===== src/rtl/conv_pkg.sv =====
// rtl/conv_pkg.sv - shared types, frame defaults and helpers for the 3x3 window engine
package conv_pkg;

  localparam int IMG_W_DEF = 640;
  localparam int IMG_H_DEF = 480;

  typedef enum logic [1:0] {
    S_IDLE,
    S_COLLECT,
    S_MAC,
    S_DONE
  } state_e;

  // Row/column offset of each tap relative to the centre pixel, row-major.
  localparam int TAP_DR [9] = '{-1, -1, -1, 0, 0, 0, 1, 1, 1};
  localparam int TAP_DC [9] = '{-1, 0, 1, -1, 0, 1, -1, 0, 1};

  function automatic logic [7:0] clamp_u8(input logic signed [31:0] v);
    if (v < 0) begin
      return 8'd0;
    end else if (v > 255) begin
      return 8'hFF;
    end else begin
      return v[7:0];
    end
  endfunction

endpackage


===== src/rtl/conv3x3_window_engine_if.sv =====
// rtl/conv3x3_window_engine_if.sv - request, tap, RAM and result signals of the window engine
interface conv3x3_window_engine_if #(
  parameter int WIDTH = 9
);

  logic                  start;
  logic [31:0]           pixel_addr;
  logic [8:0][WIDTH-1:0] kernel;
  logic [3:0]            shift;
  logic [WIDTH-1:0]      ram_data;
  logic                  tap_req;
  logic [3:0]            tap_idx;
  logic                  busy;
  logic                  out_valid;
  logic                  out_ready;
  logic [WIDTH-1:0]      result;
  logic [31:0]           result_addr;
  logic                  out_err;

  modport master (
    output start, pixel_addr, kernel, shift, ram_data, out_ready,
    input  tap_req, tap_idx, busy, out_valid, result, result_addr, out_err
  );

  modport slave (
    input  start, pixel_addr, kernel, shift, ram_data, out_ready,
    output tap_req, tap_idx, busy, out_valid, result, result_addr, out_err
  );

endinterface


===== src/rtl/conv_border_mask.sv =====
// rtl/conv_border_mask.sv - pixel index to frame-error flag and 9-tap out-of-frame mask
module conv_border_mask
  import conv_pkg::*;
#(
  parameter int IMG_W = IMG_W_DEF,
  parameter int IMG_H = IMG_H_DEF
) (
  input  logic [29:0] idx_i,
  output logic        err_o,
  output logic [8:0]  mask_o
);

  logic [31:0] idx_w;
  logic [31:0] row;
  logic [31:0] col;

  assign idx_w = {2'b00, idx_i};
  assign row   = idx_w / 32'(IMG_W);
  assign col   = idx_w % 32'(IMG_W);
  assign err_o = idx_w >= 32'(IMG_W * IMG_H);

  // An erroring index masks everything, so row is only trusted below IMG_H.
  always_comb begin
    mask_o = '0;
    for (int k = 0; k < 9; k++) begin
      mask_o[k] = err_o
                | ((row == 32'd0)            && (TAP_DR[k] < 0))
                | ((row == 32'(IMG_H - 1))   && (TAP_DR[k] > 0))
                | ((col == 32'd0)            && (TAP_DC[k] < 0))
                | ((col == 32'(IMG_W - 1))   && (TAP_DC[k] > 0));
    end
  end

endmodule


===== src/rtl/conv3x3_window_engine.sv =====
// rtl/conv3x3_window_engine.sv - collects a masked 3x3 window and emits one clamped MAC result per request
module conv3x3_window_engine
  import conv_pkg::*;
#(
  parameter int WIDTH      = 9,
  parameter int RD_LATENCY = 1,
  parameter int IMG_W      = IMG_W_DEF,
  parameter int IMG_H      = IMG_H_DEF,
  parameter int ACC_W      = 22
) (
  input  logic                            clk_i,
  input  logic                            reset_i,
  conv3x3_window_engine_if.slave          eng_if
);

  localparam int LAST_COLLECT = 8 + RD_LATENCY;

  state_e                  state_q, state_d;
  logic [4:0]              cnt_q, cnt_d;
  logic [8:0]              mask_q, mask_w;
  logic                    err_q, err_w;
  logic signed [WIDTH-1:0] win_q [9];
  logic [8:0][WIDTH-1:0]   kernel_q;
  logic [3:0]              shift_q;
  logic [31:0]             addr_q;
  logic signed [ACC_W-1:0] acc_q, acc_d;
  logic [WIDTH-1:0]        result_q, result_d;
  logic [3:0]              cap_idx;
  logic [3:0]              mac_idx;
  logic                    issue;
  logic signed [2*WIDTH-1:0] prod;
  logic signed [ACC_W-1:0] prod_ext;
  logic signed [ACC_W-1:0] shifted;

  conv_border_mask #(
    .IMG_W (IMG_W),
    .IMG_H (IMG_H)
  ) u_mask (
    .idx_i  (eng_if.pixel_addr[31:2]),
    .err_o  (err_w),
    .mask_o (mask_w)
  );

  always_ff @(posedge clk_i or posedge reset_i) begin
    if (reset_i) begin
      state_q <= S_IDLE;
    end else begin
      state_q <= state_d;
    end
  end

  always_comb begin
    state_d = state_q;
    unique case (state_q)
      S_IDLE:    if (eng_if.start) state_d = S_COLLECT;
      S_COLLECT: if (cnt_q == 5'(LAST_COLLECT)) state_d = S_MAC;
      S_MAC:     if (cnt_q == 5'd8) state_d = S_DONE;
      S_DONE:    if (eng_if.out_ready) state_d = S_IDLE;
      default:   state_d = S_IDLE;
    endcase
  end

  always_comb begin
    issue              = (state_q == S_COLLECT) && (cnt_q < 5'd9);
    eng_if.tap_req     = issue;
    eng_if.tap_idx     = issue ? cnt_q[3:0] : 4'd0;
    eng_if.busy        = (state_q != S_IDLE);
    eng_if.out_valid   = (state_q == S_DONE);
    eng_if.result      = result_q;
    eng_if.result_addr = addr_q;
    eng_if.out_err     = err_q;
  end

  // One counter serves both phases; the capture slot trails issue by RD_LATENCY.
  always_comb begin
    if (state_d != state_q) begin
      cnt_d = '0;
    end else if ((state_q == S_COLLECT) || (state_q == S_MAC)) begin
      cnt_d = cnt_q + 5'd1;
    end else begin
      cnt_d = '0;
    end
    cap_idx  = 4'(cnt_q - 5'(RD_LATENCY));
    mac_idx  = cnt_q[3:0];
    prod     = $signed(win_q[mac_idx]) * $signed(kernel_q[mac_idx]);
    prod_ext = {{(ACC_W - 2*WIDTH){prod[2*WIDTH-1]}}, prod};
    acc_d    = acc_q + prod_ext;
    shifted  = acc_d >>> shift_q;
    result_d = {{(WIDTH - 8){1'b0}}, clamp_u8({{(32 - ACC_W){shifted[ACC_W-1]}}, shifted})};
  end

  always_ff @(posedge clk_i or posedge reset_i) begin
    if (reset_i) begin
      cnt_q    <= '0;
      mask_q   <= '0;
      err_q    <= 1'b0;
      kernel_q <= '0;
      shift_q  <= '0;
      addr_q   <= '0;
      acc_q    <= '0;
      result_q <= '0;
      for (int k = 0; k < 9; k++) begin
        win_q[k] <= '0;
      end
    end else begin
      cnt_q <= cnt_d;
      if ((state_q == S_IDLE) && eng_if.start) begin
        addr_q   <= eng_if.pixel_addr;
        kernel_q <= eng_if.kernel;
        shift_q  <= eng_if.shift;
        mask_q   <= mask_w;
        err_q    <= err_w;
      end
      if (state_q == S_COLLECT) begin
        acc_q <= '0;
        if (cnt_q >= 5'(RD_LATENCY)) begin
          win_q[cap_idx] <= mask_q[cap_idx] ? '0 : $signed(eng_if.ram_data);
        end
      end
      if (state_q == S_MAC) begin
        acc_q <= acc_d;
        if (cnt_q == 5'd8) begin
          result_q <= result_d;
        end
      end
    end
  end

endmodule


===== src/flat_wrapper.sv =====
// flat-port wrapper written by rule: the top's interface ports become plain ports
module conv3x3_window_engine_flat import conv_pkg::*;
#(
  parameter int WIDTH      = 9,
  parameter int RD_LATENCY = 1,
  parameter int IMG_W      = IMG_W_DEF,
  parameter int IMG_H      = IMG_H_DEF,
  parameter int ACC_W      = 22
)
  (clk_i, reset_i, eng_if_start, eng_if_pixel_addr, eng_if_kernel, eng_if_shift, eng_if_ram_data, eng_if_out_ready, eng_if_tap_req, eng_if_tap_idx, eng_if_busy, eng_if_out_valid, eng_if_result, eng_if_result_addr, eng_if_out_err);
  conv3x3_window_engine_if #(.WIDTH(WIDTH)) eng_if_i ();
  input  logic clk_i;
  input  logic reset_i;
  input wire logic [$bits(eng_if_i.start)-1:0] eng_if_start;
  input wire logic [$bits(eng_if_i.pixel_addr)-1:0] eng_if_pixel_addr;
  input wire logic [$bits(eng_if_i.kernel)-1:0] eng_if_kernel;
  input wire logic [$bits(eng_if_i.shift)-1:0] eng_if_shift;
  input wire logic [$bits(eng_if_i.ram_data)-1:0] eng_if_ram_data;
  input wire logic [$bits(eng_if_i.out_ready)-1:0] eng_if_out_ready;
  output wire logic [$bits(eng_if_i.tap_req)-1:0] eng_if_tap_req;
  output wire logic [$bits(eng_if_i.tap_idx)-1:0] eng_if_tap_idx;
  output wire logic [$bits(eng_if_i.busy)-1:0] eng_if_busy;
  output wire logic [$bits(eng_if_i.out_valid)-1:0] eng_if_out_valid;
  output wire logic [$bits(eng_if_i.result)-1:0] eng_if_result;
  output wire logic [$bits(eng_if_i.result_addr)-1:0] eng_if_result_addr;
  output wire logic [$bits(eng_if_i.out_err)-1:0] eng_if_out_err;
  assign eng_if_i.start = eng_if_start;
  assign eng_if_i.pixel_addr = eng_if_pixel_addr;
  assign eng_if_i.kernel = eng_if_kernel;
  assign eng_if_i.shift = eng_if_shift;
  assign eng_if_i.ram_data = eng_if_ram_data;
  assign eng_if_i.out_ready = eng_if_out_ready;
  assign eng_if_tap_req = eng_if_i.tap_req;
  assign eng_if_tap_idx = eng_if_i.tap_idx;
  assign eng_if_busy = eng_if_i.busy;
  assign eng_if_out_valid = eng_if_i.out_valid;
  assign eng_if_result = eng_if_i.result;
  assign eng_if_result_addr = eng_if_i.result_addr;
  assign eng_if_out_err = eng_if_i.out_err;
  conv3x3_window_engine #(.WIDTH(WIDTH), .RD_LATENCY(RD_LATENCY), .IMG_W(IMG_W), .IMG_H(IMG_H), .ACC_W(ACC_W)) u_core (.clk_i(clk_i), .reset_i(reset_i), .eng_if(eng_if_i));
endmodule

===== config.mk =====
export PLATFORM = sky130hd
export DESIGN_NAME = conv3x3_window_engine_flat
export DESIGN_NICKNAME = d
export VERILOG_FILES = /design/src/rtl/conv_pkg.sv /design/src/rtl/conv3x3_window_engine_if.sv /design/src/rtl/conv_border_mask.sv /design/src/rtl/conv3x3_window_engine.sv /design/src/flat_wrapper.sv
export SDC_FILE = /design/constraint.sdc
export NUM_CORES = 1
export LEC_CHECK = 0
export ABC_AREA = 1
export BUFFER_PORTS_ARGS = -buffer_cell sky130_fd_sc_hd__buf_2
export CORE_ASPECT_RATIO = 1.5
export CORE_MARGIN = 2
export CORE_UTILIZATION = 56
export CTS_BUF_LIST = sky130_fd_sc_hd__clkbuf_4 sky130_fd_sc_hd__clkbuf_8
export CTS_CLUSTER_SIZE = 25
export DETAILED_ROUTE_END_ITERATION = 8
export PLACE_DENSITY = 0.88
export REMOVE_ABC_BUFFERS = 1
export SETUP_SLACK_MARGIN = 0.15
export SLEW_MARGIN = 15
export SYNTH_ARGS = -nofsm -noshare
export SYNTH_HDL_FRONTEND = slang
export SYNTH_SLANG_ARGS = --single-unit

===== constraint.sdc =====
create_clock -name clk_i -period 11.7 [get_ports clk_i]
set_input_delay 2.925 -clock clk_i [delete_from_list [all_inputs] [get_ports clk_i]]
set_output_delay 2.925 -clock clk_i [all_outputs]
set_load 0.005 [all_outputs]

**After elaboration in Yosys (flattened, before gate mapping)**

Cells that the tools add are included.

- Reduce and logical (&&, ||, !) cells: 11
- Multipliers: 1
- Magnitude comparators: 10
- Equal/unequal tests: 8
- Mux-type cells: 23
- Divide/modulo/power cells: 2
- Bitwise gates (word level): 10
- Add/sub/neg operators: 3
- Shift-type cells: 1

Operators with widths:

| cell | number |
|---|---|
| 81-bit bitwise mux | 1 |
| 9-bit binary-select mux with 4-bit select | 2 |
| 32-bit zero test | 2 |
| 9-bit 2-to-1 mux | 5 |
| 22-bit 2-to-1 mux | 2 |
| 9-bit demux with 4-bit select | 1 |
| 30-bit by 10-bit divider with 32-bit output (second input constant) | 1 |
| 32-bit by 10-bit equality test with 1-bit output (second input constant) | 1 |
| 32-bit by 9-bit equality test with 1-bit output (second input constant) | 1 |
| 30-bit by 10-bit modulo with 32-bit output (second input constant) | 1 |
| 30-bit by 19-bit >= comparator with 1-bit output (second input constant) | 1 |
| 22-bit by 18-bit adder with 22-bit output | 1 |
| 22-bit by 9-bit > comparator with 1-bit output (second input constant) | 1 |
| 22-bit by 1-bit < comparator with 1-bit output (second input constant) | 1 |
| 22-bit by 4-bit >>> shifter with 22-bit output | 1 |
| 9-bit by 9-bit multiplier with 18-bit output | 1 |
| 8-bit 2-to-1 mux | 2 |
| 5-bit by 4-bit equality test with 1-bit output (second input constant) | 2 |
| 5-bit >= comparator (second input constant) | 2 |
| 4-bit by 5-bit < comparator with 1-bit output (second input constant) | 2 |
| 5-bit 2-to-1 mux | 2 |
| 4-bit inverter with 5-bit output | 2 |
| 2-bit 2-to-1 mux | 4 |
| 1-bit OR | 8 |
| other kinds (17) | 22 |

- Input port bits: 130
- Register bits after elaboration: 245
- Output and inout port bits: 49
- Word-level logic and storage cells: 95

**Logic depth before layout (Yosys ltp)**

- Word-level depth: 10
- Gate-level depth with buffers: 103

**By module**

A second synthesis with hierarchy kept.

- Cells, all modules: 2387
- Area total of the unflattened synthesis: 19122.1 sq um

Modules (own cells, without submodules):

| module | cells an instance | times used | sequential area each (sq um) | area each (sq um) |
|---|---|---|---|---|
| conv3x3_window_engine | 1954 | 1 | 6130.9 | 16726.0 |
| conv_border_mask | 433 | 1 | 0.0 | 2396.0 |

**Worst setup path after synthesis**

No wires, ideal clock.

- Path kind: input to register
- From: input port eng_if_pixel_addr[31]
- To: register u_core.mask_q[8]
- Setup time: 120 ps
- Arrival: 9275 ps
- Path buffers: 1
- Path slack: 2305 ps
- Stages: 93
- Cells stage by stage: buf_6 -> nand2_1 -> nand3_2 -> nand3_1 -> nand2_2 -> nand3_1 -> nand3_2 -> nand2_2 -> nand2_2 -> nand2_2 -> nand2_2 -> inv_2 -> nand2_4 -> nand2_4 -> nand2_2 -> nand2_2 -> nand3_2 -> nand2_1 -> [57 not listed] -> nand2_1 -> nand2_1 -> nand2_1 -> inv_2 -> nand2_2 -> nand2_1 -> nand2_1 -> nand2_2 -> inv_2 -> nand2_2 -> nand3_1 -> nand3_2 -> nand2_4 -> nand2_4 -> nand2_2 -> nand2_1 -> nor2_1 -> nand2_1

- Word-level cells in the longest chain between the ends: 4

Ends and longest elaborated chain:

| what | line | source |
|---|---|---|
| start, declared | flat_wrapper.sv:15 | `input wire logic [$bits(eng_if_i.pixel_addr)-1:0] eng_if_pixel_addr;` |
| 30-bit by 10-bit divider with 32-bit output | conv_border_mask.sv:18 | `assign row = idx_w / 32'(IMG_W);` |
| 32-bit by 9-bit equality test with 1-bit output | conv_border_mask.sv:28 | `\| ((row == 32'(IMG_H - 1)) && (TAP_DR[k] > 0))` |
| 1-bit OR | conv_border_mask.sv:28 |  |
| 1-bit OR (*) | conv_border_mask.sv:30 | `\| ((col == 32'(IMG_W - 1)) && (TAP_DC[k] > 0));` |
| end signal, assigned | conv3x3_window_engine.sv:111 | `mask_q <= mask_w;` |
| end, declared | conv3x3_window_engine.sv:20 | `logic [8:0] mask_q, mask_w;` |

Every way passes the cells marked *; elsewhere a longest branch is shown, timed or not.
A chain may end at the register's enable or synchronous reset.

**Worst setup path after layout**

- From: input port eng_if_pixel_addr[30]
- To: register u_core.mask_q[0]

- Word-level cells in the longest chain between the ends: 4

Ends and longest elaborated chain:

| what | line | source |
|---|---|---|
| 30-bit by 10-bit divider with 32-bit output | conv_border_mask.sv:18 |  |
| 32-bit zero test | -- |  |
| 1-bit OR | conv_border_mask.sv:27 | `\| ((row == 32'd0) && (TAP_DR[k] < 0))` |
| 1-bit OR (*) | conv_border_mask.sv:29 | `\| ((col == 32'd0) && (TAP_DC[k] < 0))` |

Marked as above.

==> metrics <==
antenna violations before repair=1; Ys Warns=0; final hold viol count=0; Arr. time, crit path=10920 ps; gr usage total=0.278; Yosys top cell by area=dfrtp_1; final worst hold slack=474 ps; remaining antenna violation count after routing=0; actual transition at the worst max-transition pin=1140 ps; Max Fanout on Critical Path=6; normalized max-slew margin=0.236; total core area=31000 um^2; most instantiated library cell after synthesis=nand2_1; count of nets after finishing=2701; Max stage delay cell, worst path=mux2i_1; worst reg2reg startpoint=u_core.cnt_q[0]; routed len/inst=15.8 um; RSZ-0062 raised after global routing=false; Die Span Y=222 um; count of mapped cells out of synthesis=2262; worst r2r dst=u_core.eng_if.result[0]; type of the worst setup path=input port to flop; share of the synthesized area in the top cell type=0.345; share of synthesized registers carrying an async set or reset=1.00; layout cell share with drive strength beyond 1=0.190; number of global-route vias before repair=16900; iteration-0 DRC count of the detailed router=1059; count of vias placed by the detailed router=16000; cell area after synthesis=about 18000 um^2; fill cell instance count of the final layout=2545; Syn-to-layout area delta=12.3%; total of max-cap violations=0; clk root buf=clkbuf_8; most instantiated cells after synthesis=nand2_1 (568), inv_1 (330), o21ai_0 (246); Resized Gates After CTS=0; number of max-slew violations in the final report=0; DR pass1 iterations=5; most area-consuming cells after synthesis=dfrtp_1 (34%), nand2_1 (12%), fa_1 (11%); HPWL after detailed placement=32900 um; clock slew at reported path FFs=60 ps; result of the run=finished, final reports clean; Worst Clk Skew=13.9 ps; number of buffers created by CTS=40; clock tree from TritonCTS=built; Post-Syn Area per Cell=between 7 and 8 um^2; n_diodes=0; Die Width=~150 um; Slowest Stage Delay on Critical Path=430 ps; CP endpoint kind=flop; Post-synth EDFFs=0; die outline area=~33000 um^2; global placer's final weighted congestion=about 0.96; IO buf count=177; termination of the worst setup path=u_core.mask_q[0]; initial core utilization=0.570; Setup Total Neg Slack=0 ps; total wire length after detailed routing=45100 um; final-report setup violation count=0; post-CTS setup repair buffer count=0; Clock Path Buffers=3; sum of overflow across all layers after global routing=0; Yosys cell types=between 50 and 60; post-route DRC violation count=0; H-tree levels=2; min cycle time layout=10450 ps; clock latency on the worst-skew pair=590 ps; register-to-register path setup slack=1750 ps; post-DR vias/cell=5.64; required time worst endpoint=between 10000 and 15000 ps; Critical Path Start Type=input port; Critical path origin=eng_if_pixel_addr[30]; synthesized flop and latch total=244; count of cells along the worst register-to-register path=45; flip-flop cell with the highest count after synthesis=dfrtp_1; maximum clock frequency=0.0957 GHz; # clock sinks=about 240; number of placement rows=79; class of the tightest hold or removal check=flop to flop; cell occurring most often along the worst timing path=nand2_2; hold-fix buffer count after cts=0; largest net degree at the start of global routing=110; sequential fraction of the synthesis area=0.345; IO Pins=~180; crit share post-route=0.893; first-pass GRT wire length=76100 um
worst max-delay path: cells and delay by family:
kind / cells / cell delay (ps)
buffers and inverters: 10 / 810
AND/OR/NAND/NOR: 68 / 6150
AO/OA/AOI/OAI: 3 / 560
multiplexers: 1 / 430
how the worst min path moves through the flow:
stage                                  startpoint                      end  slack, ps  cells past startpoint
after floorplan                  u_core.mask_q[2]         u_core.mask_q[2]        440                      2
after global placement        u_core.kernel_q[40]      u_core.kernel_q[40]        460                      2
after detailed placement      u_core.kernel_q[53]      u_core.kernel_q[53]        460                      2
after CTS                     u_core.kernel_q[53]      u_core.kernel_q[53]        480                      2
after global routing      u_core.eng_if.result[1]  u_core.eng_if.result[1]        500                      1
final                          u_core.kernel_q[6]       u_core.kernel_q[6]        470                      2
registers in the layout, indices dropped and copies added, names as in the netlist, 4 cells and up:
signal                     count
u_core.cnt_q                   5
u_core.acc_q                  22
u_core.kernel_q               81
u_core.shift_q                 4
u_core.eng_if.result           8
u_core.eng_if.result_addr     32
u_core.win_q                  81
u_core.mask_q                  9
final cells by class:
cell class,count,area [um^2],area share
timing repair buffer,189,976,0.0491
inverter,358,1370,0.0691
clock inverter,13,196,0.00988
multi-input combinational,1576,9940,0.500
clock buffer,60,782,0.0393
tap,405,507,0.0255
sequential,244,6110,0.307
metal layers:
layer | wire [um] | vias to the layer above | GRT usage
met3 | 2430 | 168 | 0.0393
met5 | 0 | - | 0
met2 | 24100 | 617 | 0.519
met1 | 16600 | 7722 | 0.305
met4 | 1910 | 0 | 0.133
li1 | - | 7532 | -
through the flow:
step | setup slack, ps | util | cell area (um^2) | cells
detailed placement | 978 | 0.609 | 18900 | 2772
global placement | 1780 | 0.609 | 18900 | 2772
floorplan | 1710 | - | 17400 | 2178
finish | 1250 | 0.641 | 19900 | 2845
global route | 308 | 0.641 | 19900 | 2845
CTS | 1470 | 0.640 | 19900 | 2845
placed cells by master, fill, tap and decap left out, drive strengths merged, types with 17 or more instances in the layout:
master	instances
a21oi	91
buf	189
clkbuf	60
dfrtp	244
fa	94
ha	68
inv	356
mux2	36
nand2	650
nand3	175
nor2	53
o211ai	26
o21ai	264
o22ai	20
xor2	17
logic make-up after synthesis:
family,Yosys count,share of synthesized area
AO/OA/AOI/OAI,420,0.128
XOR/XNOR,28,0.0139
adder cells (fa/ha/maj),162,0.154
buffers and inverters,442,0.0966
flip-flops,244,0.345
multiplexers,39,0.0246
other,1,0.000212
AND/OR/NAND/NOR,926,0.238
Power is left out: the tool's default activity adds up to more than one toggle a clock period on the data nets, which glitch-free logic cannot reach.
